$ cat src/rtl/shift_deserializer_if.sv
// Bundle between a serial link, the deserializer and its parallel consumer.
// Inputs are driven by the master side; outputs are driven by the slave side.
interface shift_deserializer_if #(
  parameter int WIDTH = 4,
  parameter int CNT_W = 2
);

  logic             sync_clr;
  logic             dir;
  logic             bit_in;
  logic             bit_valid;
  logic [WIDTH-1:0] word_out;
  logic             word_valid;
  logic             word_ready;
  logic [CNT_W-1:0] bit_count;
  logic             overrun;

  modport master (
    output sync_clr,
    output dir,
    output bit_in,
    output bit_valid,
    output word_ready,
    input  word_out,
    input  word_valid,
    input  bit_count,
    input  overrun
  );

  modport slave (
    input  sync_clr,
    input  dir,
    input  bit_in,
    input  bit_valid,
    input  word_ready,
    output word_out,
    output word_valid,
    output bit_count,
    output overrun
  );

endinterface

$ cat src/rtl/shift_deserializer.sv
// Serial-to-parallel receiver: collects WIDTH bits (LSB- or MSB-first)
// into a word held in a one-entry valid/ready output buffer.
module shift_deserializer #(
  parameter int WIDTH = 4,
  parameter int CNT_W = 2
) (
  input  logic                clk,
  input  logic                rst,
  shift_deserializer_if.slave bus
);

  localparam logic [CNT_W-1:0] LAST =
    CNT_W'(WIDTH - 1);

  logic [WIDTH-1:0] shreg_q, shreg_d;
  logic [CNT_W-1:0] cnt_q, cnt_d;
  logic             dir_lat_q, dir_lat_d;
  logic [WIDTH-1:0] word_q, word_d;
  logic             valid_q, valid_d;
  logic             ovr_q, ovr_d;

  logic             accept;
  logic             first;
  logic             ord;
  logic             last;
  logic             complete;
  logic             consume;
  logic [WIDTH-1:0] shifted;

  assign accept   = bus.bit_valid & ~bus.sync_clr;
  assign first    = (cnt_q == '0);
  // Order is latched with the first bit so mid-word dir changes are ignored.
  assign ord      = first ? bus.dir : dir_lat_q;
  assign last     = (cnt_q == LAST);
  assign complete = accept & last;
  assign consume  = valid_q & bus.word_ready;

  always_comb begin
    shifted = '0;
    if (ord) begin
      shifted = {shreg_q[WIDTH-2:0], bus.bit_in};
    end else begin
      shifted = {bus.bit_in, shreg_q[WIDTH-1:1]};
    end
  end

  always_comb begin
    shreg_d   = shreg_q;
    cnt_d     = cnt_q;
    dir_lat_d = dir_lat_q;
    if (bus.sync_clr) begin
      shreg_d = '0;
      cnt_d   = '0;
    end else if (accept) begin
      shreg_d = shifted;
      if (first) begin
        dir_lat_d = bus.dir;
      end
      if (last) begin
        cnt_d = '0;
      end else begin
        cnt_d = cnt_q + 1'b1;
      end
    end
  end

  always_comb begin
    word_d  = word_q;
    valid_d = valid_q;
    ovr_d   = ovr_q;
    if (complete) begin
      // Consume and refill on the same edge keeps streaming lossless.
      if (!valid_q || bus.word_ready) begin
        word_d  = shifted;
        valid_d = 1'b1;
      end else begin
        ovr_d = 1'b1;
      end
    end else if (consume) begin
      valid_d = 1'b0;
    end
    if (bus.sync_clr) begin
      ovr_d = 1'b0;
    end
  end

  always_ff @(posedge clk) begin
    if (rst) begin
      shreg_q   <= '0;
      cnt_q     <= '0;
      dir_lat_q <= 1'b0;
      word_q    <= '0;
      valid_q   <= 1'b0;
      ovr_q     <= 1'b0;
    end else begin
      shreg_q   <= shreg_d;
      cnt_q     <= cnt_d;
      dir_lat_q <= dir_lat_d;
      word_q    <= word_d;
      valid_q   <= valid_d;
      ovr_q     <= ovr_d;
    end
  end

  assign bus.word_out   = word_q;
  assign bus.word_valid = valid_q;
  assign bus.bit_count  = cnt_q;
  assign bus.overrun    = ovr_q;

endmodule

$ cat src/flat_wrapper.sv
// flat-port wrapper written by rule: the top's interface ports become plain ports
module shift_deserializer_flat 
#(
  parameter int WIDTH = 4,
  parameter int CNT_W = 2
)
  (clk, rst, bus_sync_clr, bus_dir, bus_bit_in, bus_bit_valid, bus_word_ready, bus_word_out, bus_word_valid, bus_bit_count, bus_overrun);
  shift_deserializer_if #(.WIDTH(WIDTH), .CNT_W(CNT_W)) bus_i ();
  input  logic clk;
  input  logic rst;
  input wire logic [$bits(bus_i.sync_clr)-1:0] bus_sync_clr;
  input wire logic [$bits(bus_i.dir)-1:0] bus_dir;
  input wire logic [$bits(bus_i.bit_in)-1:0] bus_bit_in;
  input wire logic [$bits(bus_i.bit_valid)-1:0] bus_bit_valid;
  input wire logic [$bits(bus_i.word_ready)-1:0] bus_word_ready;
  output wire logic [$bits(bus_i.word_out)-1:0] bus_word_out;
  output wire logic [$bits(bus_i.word_valid)-1:0] bus_word_valid;
  output wire logic [$bits(bus_i.bit_count)-1:0] bus_bit_count;
  output wire logic [$bits(bus_i.overrun)-1:0] bus_overrun;
  assign bus_i.sync_clr = bus_sync_clr;
  assign bus_i.dir = bus_dir;
  assign bus_i.bit_in = bus_bit_in;
  assign bus_i.bit_valid = bus_bit_valid;
  assign bus_i.word_ready = bus_word_ready;
  assign bus_word_out = bus_i.word_out;
  assign bus_word_valid = bus_i.word_valid;
  assign bus_bit_count = bus_i.bit_count;
  assign bus_overrun = bus_i.overrun;
  shift_deserializer #(.WIDTH(WIDTH), .CNT_W(CNT_W)) u_core (.clk(clk), .rst(rst), .bus(bus_i));
endmodule
$ cat config.mk
export PLATFORM = sky130hd
export DESIGN_NAME = shift_deserializer_flat
export DESIGN_NICKNAME = d
export VERILOG_FILES = /design/src/rtl/shift_deserializer_if.sv /design/src/rtl/shift_deserializer.sv /design/src/flat_wrapper.sv
export SDC_FILE = /design/constraint.sdc
export NUM_CORES = 1
export LEC_CHECK = 0
export ABC_AREA = 1
export ABC_CLOCK_PERIOD_IN_PS = 1750
export BUFFER_PORTS_ARGS = -buffer_cell sky130_fd_sc_hd__buf_2
export CORE_UTILIZATION = 35
export DETAILED_ROUTE_END_ITERATION = 16
export MAX_ROUTING_LAYER = met4
export SETUP_SLACK_MARGIN = 0.2
export SYNTH_ARGS = -nofsm -noshare
export SYNTH_HDL_FRONTEND = slang
export SYNTH_SLANG_ARGS = --single-unit
$ cat constraint.sdc
create_clock -name clk -period 1.75 [get_ports clk]
set_clock_uncertainty 0.05 [all_clocks]
set_input_delay 0.0875 -clock clk [delete_from_list [all_inputs] [get_ports clk]]
set_output_delay 0.0875 -clock clk [all_outputs]
set_load 0.005 [all_outputs]
* Yosys cells after proc, flatten, opt, wreduce, memory -nomap -nowiden
Index checks and enable logic that the tools add are counted. Widths: inputs -> output; s select.
Word-level totals: register bits after elaboration 13, input bits 7, output and inout port bits 8, logic and storage cells 29
Cells by class: add/subtract/negate cells 1, eq/ne operators 2, multiplexer cells 6, bitwise gates (word level) 5, reduce and logical (&&, ||, !) cells 9
Operators with widths (number):
- $reduce_and 2->1 | 4
- $mux 1 | 4
- $mux 4 | 1
- $and 1x1->1 | 3
- $add 2x1->2 const B | 1
- $eq 2x2->1 const B | 1
- $logic_not 2->1 | 1
- $mux 2 | 1
- $ne 2x2->1 const B | 1
- $not 1->1 | 2
- $reduce_bool 2->1 | 1
- $reduce_or 2->1 | 1
- $logic_not 1->1 | 1
- $logic_or 1x1->1 | 1

* Longest topological paths before layout
Gate-level depths: netlist of run 1.
word-level depth 5, mapped depth 8, gate-level depth less buffers 8

* Least setup slack after synthesis of run 1
Ideal clock, no wire load.
path kind register to register, from register u_core.cnt_q[0], in the netlist u_core.bus.bit_count[0], to register u_core.word_q[0], in the netlist u_core.bus.word_out[0], library setup time 112 ps, data arrival time 1044 ps, data required time 1588 ps, slack 545 ps, cell stages (with the launch flop) 9, buffers on the path 0, period minus slack after synthesis 1205 ps, path through dfxtp_1 -> inv_1 -> ha_1 -> inv_1 -> nand2_1 -> nand3_1 -> nand2_1 -> nor2_1 -> nor2_1
Between the ends: cells in the longest elaborated chain, start to end 3, elaborated cells between the ends (all ways) 6, those cells by class eq/ne: 1; mux: 2; bitwise: 1; reduce/logical: 2
RTL lines:
- from (decl) | line shift_deserializer.sv:16 | logic [CNT_W-1:0] cnt_q, cnt_d;
- from (signal assigned) | line shift_deserializer.sv:97 | cnt_q <= cnt_d;
- $eq 2x2->1 or $logic_not 2->1 (tied branches) | line shift_deserializer.sv:34, shift_deserializer.sv:31
- $and 1x1->1 or $mux 1 (tied branches) | line shift_deserializer.sv:35, shift_deserializer.sv:33
- $reduce_and 2->1 (no source line) or $mux 4 (tied branches)
- to (signal assigned) | line shift_deserializer.sv:99 | word_q <= word_d;
- to (decl) | line shift_deserializer.sv:18 | logic [WIDTH-1:0] word_q, word_d;
Parallel ways exist; a longest one is shown, timed or not. A chain may end at the register's enable or synchronous reset.

* Worst setup path in the final report of run 1
from register u_core.cnt_q[0], in the netlist u_core.bus.bit_count[0], to register u_core.shreg_q[0]
Between the ends: cells in the longest elaborated chain, start to end 3
RTL lines:
- $logic_not 2->1 | line shift_deserializer.sv:31 | assign first = (cnt_q == '0);
- $mux 1 | line shift_deserializer.sv:33 | assign ord = first ? bus.dir : dir_lat_q;
- $mux 4 | line shift_deserializer.sv:40 | if (ord) begin
- to (signal assigned) | line shift_deserializer.sv:96 | shreg_q <= shreg_d;
- to (decl) | line shift_deserializer.sv:15 | logic [WIDTH-1:0] shreg_q, shreg_d;
Every way passes these cells.

==> metrics.csv, run 1 <==
stage;metric;value;unit
run_status;status;complete, no violations;
sta;post-route-period-util;0.755;
synth;synth.distinct_cells;18;
setup_path;crit_family;simple AND/OR/NAND/NOR gates;
die;dieArea;2090;sq um
cells_and_area;fin_nets;125;
cells_and_area;diodes;0;
cells_and_area;drive_above_1_share;0.191;
synth;ys_seq_area_frac;0.389;
clock_network;clk-insertion-delay-late;280;ps
sta;setup_tns;0;ps
power_and_ir_drop;p_sw_frac;0.256;
sta;rsz0062_at_grt;no;
setup_path;worst-path-buf-inv;3;
sta;drv_slew;0;
detailed_routing;routed_wl;1.32;mm
sta;finalSetupViolations;0;
sta;finalHoldViolCount;0;
clock_network;post_cts.repair.setup_buffers;0;
sta;slew_headroom;0.802;
synth;avgSynthCellArea;6.83;sq um
detailed_routing;drtIter0Drc;15;
place;place.gp.congestion;0.822;
global_routing;grt_pass1_vias;483;
clock_network;clk_pin_slew_worst_paths;80;ps
sta;fin_crit;1320;ps
place;post-place-ws;446;ps
clock_network;clockRootBuffer;clkbuf_4;
die;ios;15;
detailed_routing;ant_nets;0;
sta;worstMarginPinSlew;296;ps
sta;fin_ws;428;ps
setup_path;cp_max_fo;5;
setup_path;slowest_stage;dfxtp_1;
setup_path;path_cells;inv_1 > ha_1 > inv_1 > nand2_1 > nand3_1 > nand3_1 > nand2_1 > inv_1;
setup_path;required;1880;ps
global_routing;grt_max_degree;12;
power_and_ir_drop;combPwrFrac;0.116;
detailed_routing;num_vias;604;
detailed_routing;dr.pass1.iters;4;
global_routing;track_usage;0.144;
cells_and_area;mostFrequentLayoutCell;nand2_1;
synth;syn_nets;107;
clock_network;htreeDepth;1;
power_and_ir_drop;max-vdd-ir-drop;0.000376;V
setup_path;startpoint_type;register;
power_and_ir_drop;power_switching;144;uW
global_routing;grt_first_pass_wirelength;2.02;mm
detailed_routing;drc_errors;0;
power_and_ir_drop;p_per_area;708;nW/um^2
power_and_ir_drop;leakage;0.435;nW
setup_path;path_class;reg2reg;
setup_path;endpoint_kind;register;
hold_path;hold_path_class;in2reg;
job;cap_viol_max_count;0;
cells_and_area;layout.cells.most_common_list;nand2_1 (22), nor2_1 (19), inv_1 (16), buf_2 (14), dfxtp_1 (13);
clock_network;cts_buffers;3;
setup_path;max_stage_delay;390;ps
clock_network;post_cts_resized;0;
global_routing;antenna_found_initial;0;
place;hpwl;997;um
clock_network;cts_buffer_depth;2;
die;start_util;0.379;
global_routing;overflow;0;
synth;synth_seq_cells;13;
detailed_routing;viasPerCell;4.31;
setup_path;r2r_slack;430;ps
clock_network;cts_tree;built;
die;die_w;45.7;um
cells_and_area;syn_to_final_growth;18.1;%
setup_path;crit_arrival;1450;ps
synth;yosys_warnings;0;
die;core_area;1760;sq um
clock_network;clock-sinks;13;
cells_and_area;fill_cells;208;
die;floorplan.rows;15;
die;die_y;45.7;um
power_and_ir_drop;p_clk_frac;0.333;
sta;fmax;757;MHz
setup_path;cp_common_cell;inv_1;
detailed_routing;detail_route.wl_per_cell;9.42;um
synth;synth_area;669;sq um
power_and_ir_drop;p_int;416;uW
power_and_ir_drop;p_seq_frac;0.551;
place;portBuffers;14;
synth;syn_inst;98;
-- power by group through the flow --
stage | clock (mW) | sequential [mW] | combinational, mW
after global placement | 0 | 0.315 | 0.0630
after CTS | 0.195 | 0.309 | 0.0655
after detailed placement | 0 | 0.315 | 0.0633
after floorplan | 0 | 0.314 | 0.0474
final | 0.186 | 0.309 | 0.0651
after global routing | 0.210 | 0.309 | 0.0747
-- metrics by stage --
stage	instances	area, sq um	util	hold WS, ps	total power [mW]
floorplan	98	669	-	107	0.362
global placement	135	754	0.428	229	0.378
CTS	140	791	0.448	44.7	0.569
global route	140	791	0.448	60.4	0.594
finish	140	791	0.448	50.2	0.560
detailed placement	135	754	0.428	229	0.379
-- Yosys cell counts, drive strengths merged --
cell type,number,share of area
a21oi,3,0.022
buf,1,0.017
clkbuf,1,0.0075
dfxtp,13,0.39
ha,2,0.037
inv,17,0.095
nand2,22,0.12
nand3,13,0.12
nand4,1,0.019
nor2,20,0.12
nor3,1,0.0075
nor3b,1,0.019
o21ai,2,0.015
or2,1,0.0094
-- cells by family (layout without fill, tap and decap cells) --
kind of cell,count (synthesis),in the layout,share of synthesized area
AND/OR/NAND/NOR,59,59,0.417
AO/OA/AOI/OAI,5,5,0.0374
flip-flops,13,13,0.389
adder cells (fa/ha/maj),2,2,0.0374
buffers and inverters,19,36,0.120
-- per-layer routing --
layer  vias to the layer above  GRT usage  wire length [um]
met5                         -          -                 0
met4                         0     0.0529                 0
met3                         0     0.0595                66
met2                        13      0.191               568
met1                       255      0.191               684
li1                        336          -                 -
-- worst min-delay path: cells and delay by family --
family | cells | cell delay [ps]
buffers and inverters | 2 | 130
AND/OR/NAND/NOR | 1 | 80
AO/OA/AOI/OAI | 1 | 50
-- path summary, 6_finish.rpt --
kind                                 from            endpoint  cells past startpoint
hold / removal             bus_word_ready  u_core.bus.overrun                      4
hold reg to reg        u_core.bus.overrun  u_core.bus.overrun                      2
setup reg to reg  u_core.bus.bit_count[0]   u_core.shreg_q[0]                      8
setup / recovery  u_core.bus.bit_count[0]   u_core.shreg_q[0]                      8
-- layout make-up --
type | count | area [sq um] | share of cell area
Multi-Input combinational cell | 66 | 329 | 0.416
Timing Repair Buffer | 15 | 80.1 | 0.101
Clock buffer | 4 | 26.3 | 0.0332
Inverter | 17 | 63.8 | 0.0807
Sequential cell | 13 | 260 | 0.329
Tap cell | 25 | 31.3 | 0.0396
-- what timing repair did --
action,in CTS,in global routing
hold buffers,1,0
setup endpoints to repair,0,0
endpoints found under the hold margin,1,0
-- registers in the layout, summed over array words and instances, names as in the netlist --
signal                 cells
u_core.bus.bit_count       2
u_core.bus.overrun         1
u_core.bus.word_out        4
u_core.bus.word_valid      1
u_core.dir_lat_q           1
u_core.shreg_q             4
No activity file was read; power rests on OpenSTA's default activity.
==> inputs of run 2 (changes only) <==
--- a/config.mk
+++ b/config.mk
@@ -5,8 +5,8 @@
 export SDC_FILE = /design/constraint.sdc
 export NUM_CORES = 1
 export LEC_CHECK = 0
-export ABC_AREA = 1
-export ABC_CLOCK_PERIOD_IN_PS = 1750
+export ABC_AREA = 0
+export ABC_CLOCK_PERIOD_IN_PS = 1060
 export BUFFER_PORTS_ARGS = -buffer_cell sky130_fd_sc_hd__buf_2
 export CORE_UTILIZATION = 35
 export DETAILED_ROUTE_END_ITERATION = 16
==> constraint.sdc (replaced) <==
create_clock -name clk -period 1.06 [get_ports clk]
set_clock_uncertainty 0.05 [all_clocks]
set_input_delay 0.053 -clock clk [delete_from_list [all_inputs] [get_ports clk]]
set_output_delay 0.053 -clock clk [all_outputs]
set_load 0.005 [all_outputs]
==> run 2 against run 1 <==
Compared with the run above:
- the flow now finishes with violations (setup timing)
- first-iteration DRC count fell by 47%
- final cell count decreased by 31%
- global-route usage rose by 1.5 points
- routed wire length is 7.5% lower
- worst setup slack worse by 790 ps
==> metrics.csv, run 2 <==
stage;metric;value;unit
place;hpwl;826;um
synth;avgSynthCellArea;9.92;sq um
detailed_routing;num_vias;501;
cells_and_area;syn_to_final_growth;35.0;%
cells_and_area;regArea;269;sq um
sta;post-route-period-util;1.34;
die;ios;15;
global_routing;grt_max_degree;13;
place;dp.cells;89;
cells_and_area;layout.cells.most_common_list;buf_2 (13), a21oi_1 (8), buf_4 (7), dfxtp_2 (7);
synth;synth.distinct_cells;20;
setup_path;crit-reg2reg-launch;u_core.bus.bit_count[0];
clock_network;cts_tree;built;
job;cap_viol_max_count;0;
sta;finalSetupViolations;13;
detailed_routing;dr.pass1.iters;4;
die;start_util;0.378;
global_routing;grtUsageMet2;0.225;
global_routing;overflow;0;
place;portBuffers;14;
synth;synth_area;576;sq um
cells_and_area;multi_input_area;314;sq um
detailed_routing;drc_errors;0;
cells_and_area;mostFrequentLayoutCell;buf_2;
detailed_routing;ant_nets;0;
setup_path;required;1170;ps
detailed_routing;routed_wl;1.22;mm
setup_path;path_class;reg2reg;
synth;syn_nets;67;
die;dieArea;1810;sq um
hold_path;hold_path_class;in2reg;
setup_path;r2r_cells;5;
sta;drv_slew;0;
synth;synth_seq_cells;13;
setup_path;critPathLaunch;u_core.bus.bit_count[0];
synth;syn_inst;58;
die;die_y;42.6;um
synth;synth-edff-count;0;
synth;synthFlopType;dfxtp_1;
power_and_ir_drop;leakage;0.340;nW
synth;yosys_warnings;0;
global_routing;top_usage_layer;met2;
global_routing;grt_use_met1;0.192;
clock_network;cts_buffer_depth;2;
setup_path;slowest_stage;dfxtp_2;
power_and_ir_drop;max-vdd-ir-drop;0.000643;V
power_and_ir_drop;p_per_area;1190;nW/um^2
place;place.gp.congestion;0.754;
cells_and_area;layoutNonFillerInstCount;97;
setup_path;r2r_slack;-360;ps
die;die_w;42.6;um
sta;fin_crit;1420;ps
die;core_area;1520;sq um
sta;finalHoldViolCount;0;
setup_path;max_stage_delay;340;ps
die;floorplan.rows;14;
setup_path;cp_max_fo;5;
synth;synth.area.top_cells;dfxtp_1 (45%), mux2i_1 (10%), a21oi_1 (7.0%), a211oi_1 (5.2%), ha_1 (4.3%);
clock_network;clock-sinks;13;
synth;synth.top_cells.by_count;dfxtp_1 (13), a21oi_1 (8), mux2i_1 (6), nor2_1 (5);
detailed_routing;viasPerCell;5.16;
sta;rsz0062_at_grt;yes;
clock_network;clk-insertion-delay-late;280;ps
synth;synth_top_area_cell;dfxtp_1;
global_routing;antenna_found_initial;0;
sta;slew_headroom;0.815;
detailed_routing;detail_route.wl_per_cell;12.6;um
sta;setup_tns;-3110;ps
cells_and_area;fin_nets;91;
synth;synth_most_common_cell;dfxtp_1;
cells_and_area;fill_cells;156;
cells_and_area;drive_above_1_share;0.531;
setup_path;endpoint_kind;register;
clock_network;cts_hold_buf;0;
run_status;violations;setup timing;
clock_network;cts_buffers;3;
sta;fin_ws;-363;ps
global_routing;grt_use_met3;0.0431;
clock_network;htreeDepth;1;
run_status;status;finished, violations left;
setup_path;startpoint_type;register;
sta;fmax;703;MHz
global_routing;grt_first_pass_wirelength;2.01;mm
global_routing;grt_pass1_vias;460;
global_routing;track_usage;0.158;
setup_path;reg2reg_to;u_core.bus.word_out[3];
synth;async_flop_share;0;
setup_path;crit_arrival;1530;ps
setup_path;endpoint;u_core.bus.word_out[3];
clock_network;clockRootBuffer;clkbuf_4;
clock_network;clk_pin_slew_worst_paths;80;ps
cells_and_area;diodes;0;
synth;ys_seq_area_frac;0.452;
synth;yosysTopAreaCellShare;0.452;
detailed_routing;drtIter0Drc;8;
sta;worstMarginPinSlew;271;ps
setup_path;path_cells;inv_2 > ha_4 > mux2i_4 > mux2i_1 > a211oi_2;
==> run 2: stage by stage <==
step / hold slack (ps) / setup slack (ps) / power [mW] / instance area (sq um) / util
after floorplan: 74.8 / -294 / 0.581 / 591 / -
after global placement: 303 / -370 / 0.617 / 691 / 0.453
after detailed placement: 310 / -373 / 0.617 / 691 / 0.453
after CTS: 9.41 / -365 / 0.933 / 753 / 0.494
after global routing: 26.2 / -445 / 0.983 / 777 / 0.510
final: 19.5 / -363 / 0.928 / 777 / 0.510
==> run 2: worst min path at each step <==
stage	startpoint	to	slack [ps]	depth (start not counted)
6_report	bus_sync_clr	u_core.bus.bit_count[0]	20	3
3_5_place_dp	rst	u_core.bus.word_out[3]	310	2
3_3_place_gp	bus_sync_clr	u_core.bus.bit_count[1]	300	3
5_1_grt	bus_sync_clr	u_core.bus.bit_count[1]	30	3
2_1_floorplan	bus_sync_clr	u_core.bus.bit_count[0]	70	1
4_1_cts	bus_word_ready	u_core.bus.word_valid	9	4
==> run 2: cell type report <==
| class | instances | area share |
|---|---|---|
| flip-flops and latches | 13 | 0.346 |
| repair buffers | 22 | 0.180 |
| multi-input cells | 40 | 0.404 |
| clock buffers | 4 | 0.0338 |
| well taps | 16 | 0.0258 |
| inverters | 2 | 0.00966 |
==> run 2: power breakdown <==
| part | switching, mW | internal (mW) | leakage [nW] | total, mW |
|---|---|---|---|---|
| Sequential | 0.00793 | 0.499 | 0.109 | 0.507 |
| Combinational | 0.0544 | 0.0592 | 0.216 | 0.114 |
| Clock | 0.161 | 0.146 | 0.0150 | 0.307 |
==> run 2: worst max-delay path, delay by kind of cell, from the launching register on <==
kind                       cells  cell delay, ps
AOI/OAI and AO/OA              1             100
adders and majority gates      1             130
buffers and inverters          1              60
muxes                          2             630
DFF                            1             340
==> run 2: per-layer routing <==
metal	share of wire	routed length, um	vias up
met4	0.024	29	0
met2	0.47	577	15
met1	0.45	550	230
met5	0	0	-
met3	0.051	62	4
li1	-	-	252
==> run 2: kinds of logic after synthesis <==
group	Yosys count	synth area share
fa+ha+maj	2	0.0435
buf+inv	5	0.0478
simple gates	13	0.124
flops	13	0.452
compound gates	18	0.189
mux	7	0.143
==> run 2: timing repair <==
action | in CTS | in global routing
setup buffers | 3 | 1
gates resized for setup | 4 | 8
endpoints found under the setup margin | 15 | 20
pin swaps | 4 | 2
==> inputs of run 3 (changes only) <==
--- a/config.mk
+++ b/config.mk
@@ -6,12 +6,13 @@
 export NUM_CORES = 1
 export LEC_CHECK = 0
 export ABC_AREA = 0
-export ABC_CLOCK_PERIOD_IN_PS = 1060
+export ABC_CLOCK_PERIOD_IN_PS = 1160
 export BUFFER_PORTS_ARGS = -buffer_cell sky130_fd_sc_hd__buf_2
 export CORE_UTILIZATION = 35
 export DETAILED_ROUTE_END_ITERATION = 16
 export MAX_ROUTING_LAYER = met4
 export SETUP_SLACK_MARGIN = 0.2
+export SKIP_CTS_REPAIR_TIMING = 1
 export SYNTH_ARGS = -nofsm -noshare
 export SYNTH_HDL_FRONTEND = slang
 export SYNTH_SLANG_ARGS = --single-unit
==> constraint.sdc (replaced) <==
create_clock -name clk -period 1.16 [get_ports clk]
set_clock_uncertainty 0.05 [all_clocks]
set_input_delay 0.058 -clock clk [delete_from_list [all_inputs] [get_ports clk]]
set_output_delay 0.058 -clock clk [all_outputs]
set_load 0.005 [all_outputs]
==> run 3 against run 2 <==
Compared with the run above:
- the flow still finishes with violations (setup timing)
- power is 9.2% lower
- final cell count is 3.1% lower
- fmax is 1.3% lower
- clock power is 10% lower
- clock-buffer cell count is 1 lower
- first-iteration DRC count is 38% lower
- critical path depth stayed put
- cell area is 3.4% lower
- combinational power is 11% lower
- routed wire length is 6.2% lower
- utilization is 1.7 points lower
- worst setup slack better by 81 ps
- critical path type unchanged
- highest routed layer unchanged
==> metrics.csv, run 3 (synthesis results as in run 2) <==
stage;metric;value;unit
power_and_ir_drop;p_int;637;uW
detailed_routing;wl_met1;546;um
setup_path;required;1270;ps
setup_path;reg2reg_to;u_core.bus.word_out[2];
hold_path;hold_path_class;in2reg;
global_routing;overflow;0;
setup_path;path_class;reg2reg;
clock_network;clock-sinks;13;
clock_network;cts_tree;built;
detailed_routing;dr.pass1.iters;3;
detailed_routing;wl_met3;70;um
die;die_w;42.6;um
global_routing;grt_first_pass_wirelength;1.67;mm
cells_and_area;mostFrequentLayoutCell;buf_2;
sta;drv_slew;0;
detailed_routing;met2_length;511;um
detailed_routing;drtIter0Drc;5;
die;dieArea;1810;sq um
power_and_ir_drop;p_seq_frac;0.551;
setup_path;endpoint_kind;register;
detailed_routing;top_layer_used;met4;
sta;post-route-period-util;1.24;
clock_network;clk_pin_slew_worst_paths;80;ps
die;ios;15;
power_and_ir_drop;power_switching;205;uW
power_and_ir_drop;p_per_area;1120;nW/um^2
cells_and_area;layout.cells.most_common_list;buf_2 (13), dfxtp_1 (11), a21oi_1 (8), mux2i_1 (5);
power_and_ir_drop;p_sw_frac;0.243;
power_and_ir_drop;max-vdd-ir-drop;0.000843;V
global_routing;grt_pass1_vias;390;
global_routing;antenna_found_initial;0;
hold_path;whs_endpoint;u_core.dir_lat_q;
die;die_y;42.6;um
clock_network;clk-insertion-delay-late;280;ps
hold_path;holdPathStages;2;
sta;finalSetupViolations;9;
detailed_routing;num_vias;490;
setup_path;crit_arrival;1550;ps
die;start_util;0.378;
sta;fin_crit;1440;ps
run_status;status;finished, violations left;
cells_and_area;diodes;0;
sta;setup_tns;-2070;ps
detailed_routing;routed_wl;1.14;mm
run_status;violations;setup timing;
global_routing;track_usage;0.133;
place;place.gp.congestion;0.761;
clock_network;htreeDepth;1;
die;floorplan.rows;14;
sta;fin_ws;-281;ps
clock_network;cts_buffers;3;
clock_network;cts_buffer_depth;2;
clock_network;clockRootBuffer;clkbuf_4;
cells_and_area;syn_to_final_growth;30.4;%
setup_path;startpoint_type;register;
sta;fmax;694;MHz
cells_and_area;fin_nets;88;
sta;finalHoldViolCount;0;
power_and_ir_drop;p_clk_frac;0.327;
power_and_ir_drop;leakage;0.323;nW
cells_and_area;drive_above_1_share;0.436;
detailed_routing;drc_errors;0;
power_and_ir_drop;combPwrFrac;0.122;
hold_path;hp-start;rst;
sta;worstMarginPinSlew;280;ps
sta;rsz0062_at_grt;yes;
setup_path;r2r_slack;-280;ps
setup_path;r2r_cells;5;
setup_path;crit-reg2reg-launch;u_core.bus.bit_count[1];
detailed_routing;ant_nets;0;
job;cap_viol_max_count;0;
setup_path;cp_max_fo;5;
detailed_routing;detail_route.wl_per_cell;12.2;um
power_and_ir_drop;power.total;842;uW
detailed_routing;viasPerCell;5.21;
die;core_area;1520;sq um
place;portBuffers;14;
sta;slew_headroom;0.810;
global_routing;grt_max_degree;13;
-- run 3: cell types whose count changed in the layout (fill, tap and decap cells not counted), sizes merged --
| cell | before | now |
|---|---|---|
| clkinv | 0 | 1 |
| clkbuf | 4 | 3 |
| buf | 22 | 18 |
| dlygate4sd3 | 0 | 1 |
-- run 3: final cells by class --
cell class	instances	area (sq um)
tap	16	20.0
sequential	13	263
clock inverter	1	5.00
multi-input combinational	40	313
fill	157	773
inverter	2	7.51
clock buffer	3	22.5
timing repair buffer	19	120
-- run 3: critical path, stage by stage, from the launching register on --
cell      delay, ps
dfxtp_2         340
inv_2            60
ha_4            140
mux2i_4         320
mux2i_1         310
a211oi_1        110
-- run 3: how the worst max path moves through the flow --
stage	startpoint	cells after the start	slack, ps	end
CTS	u_core.bus.bit_count[1]	5	-310	u_core.bus.word_out[2]
finish	u_core.bus.bit_count[1]	5	-280	u_core.bus.word_out[2]
detailed placement	u_core.bus.bit_count[1]	5	-290	u_core.shreg_q[3]
global route	u_core.bus.bit_count[1]	5	-340	u_core.bus.word_out[2]
floorplan	u_core.bus.bit_count[1]	5	-190	u_core.bus.word_out[3]
global placement	u_core.bus.bit_count[1]	5	-270	u_core.bus.word_out[3]
-- run 3: power by group through the flow --
| stage | combinational (mW) | clock (mW) | sequential (mW) |
|---|---|---|---|
| after floorplan | 0.0572 | 0 | 0.474 |
| after global placement | 0.0867 | 0 | 0.474 |
| final | 0.102 | 0.276 | 0.464 |
| after global routing | 0.111 | 0.308 | 0.466 |
| after detailed placement | 0.0878 | 0 | 0.474 |
| after CTS | 0.0880 | 0.289 | 0.464 |
-- run 3: through the flow --
stage / std cells / hold WS (ps) / utilization / setup slack, ps / area (sq um)
2_1_floorplan: 58 / 79.8 / - / -194 / 591
3_3_place_gp: 88 / 251 / 0.448 / -271 / 683
3_5_place_dp: 88 / 258 / 0.448 / -294 / 683
4_1_cts: 92 / -40.0 / 0.466 / -309 / 711
5_1_grt: 94 / 30.3 / 0.493 / -339 / 751
6_report: 94 / 33.5 / 0.493 / -281 / 751
-- run 3: per-layer routing --
metal  track usage  vias to the layer above
met1         0.163                      230
met5             -                        -
met2         0.185                       12
met3        0.0776                        2
li1              -                      246
met4        0.0375                        0
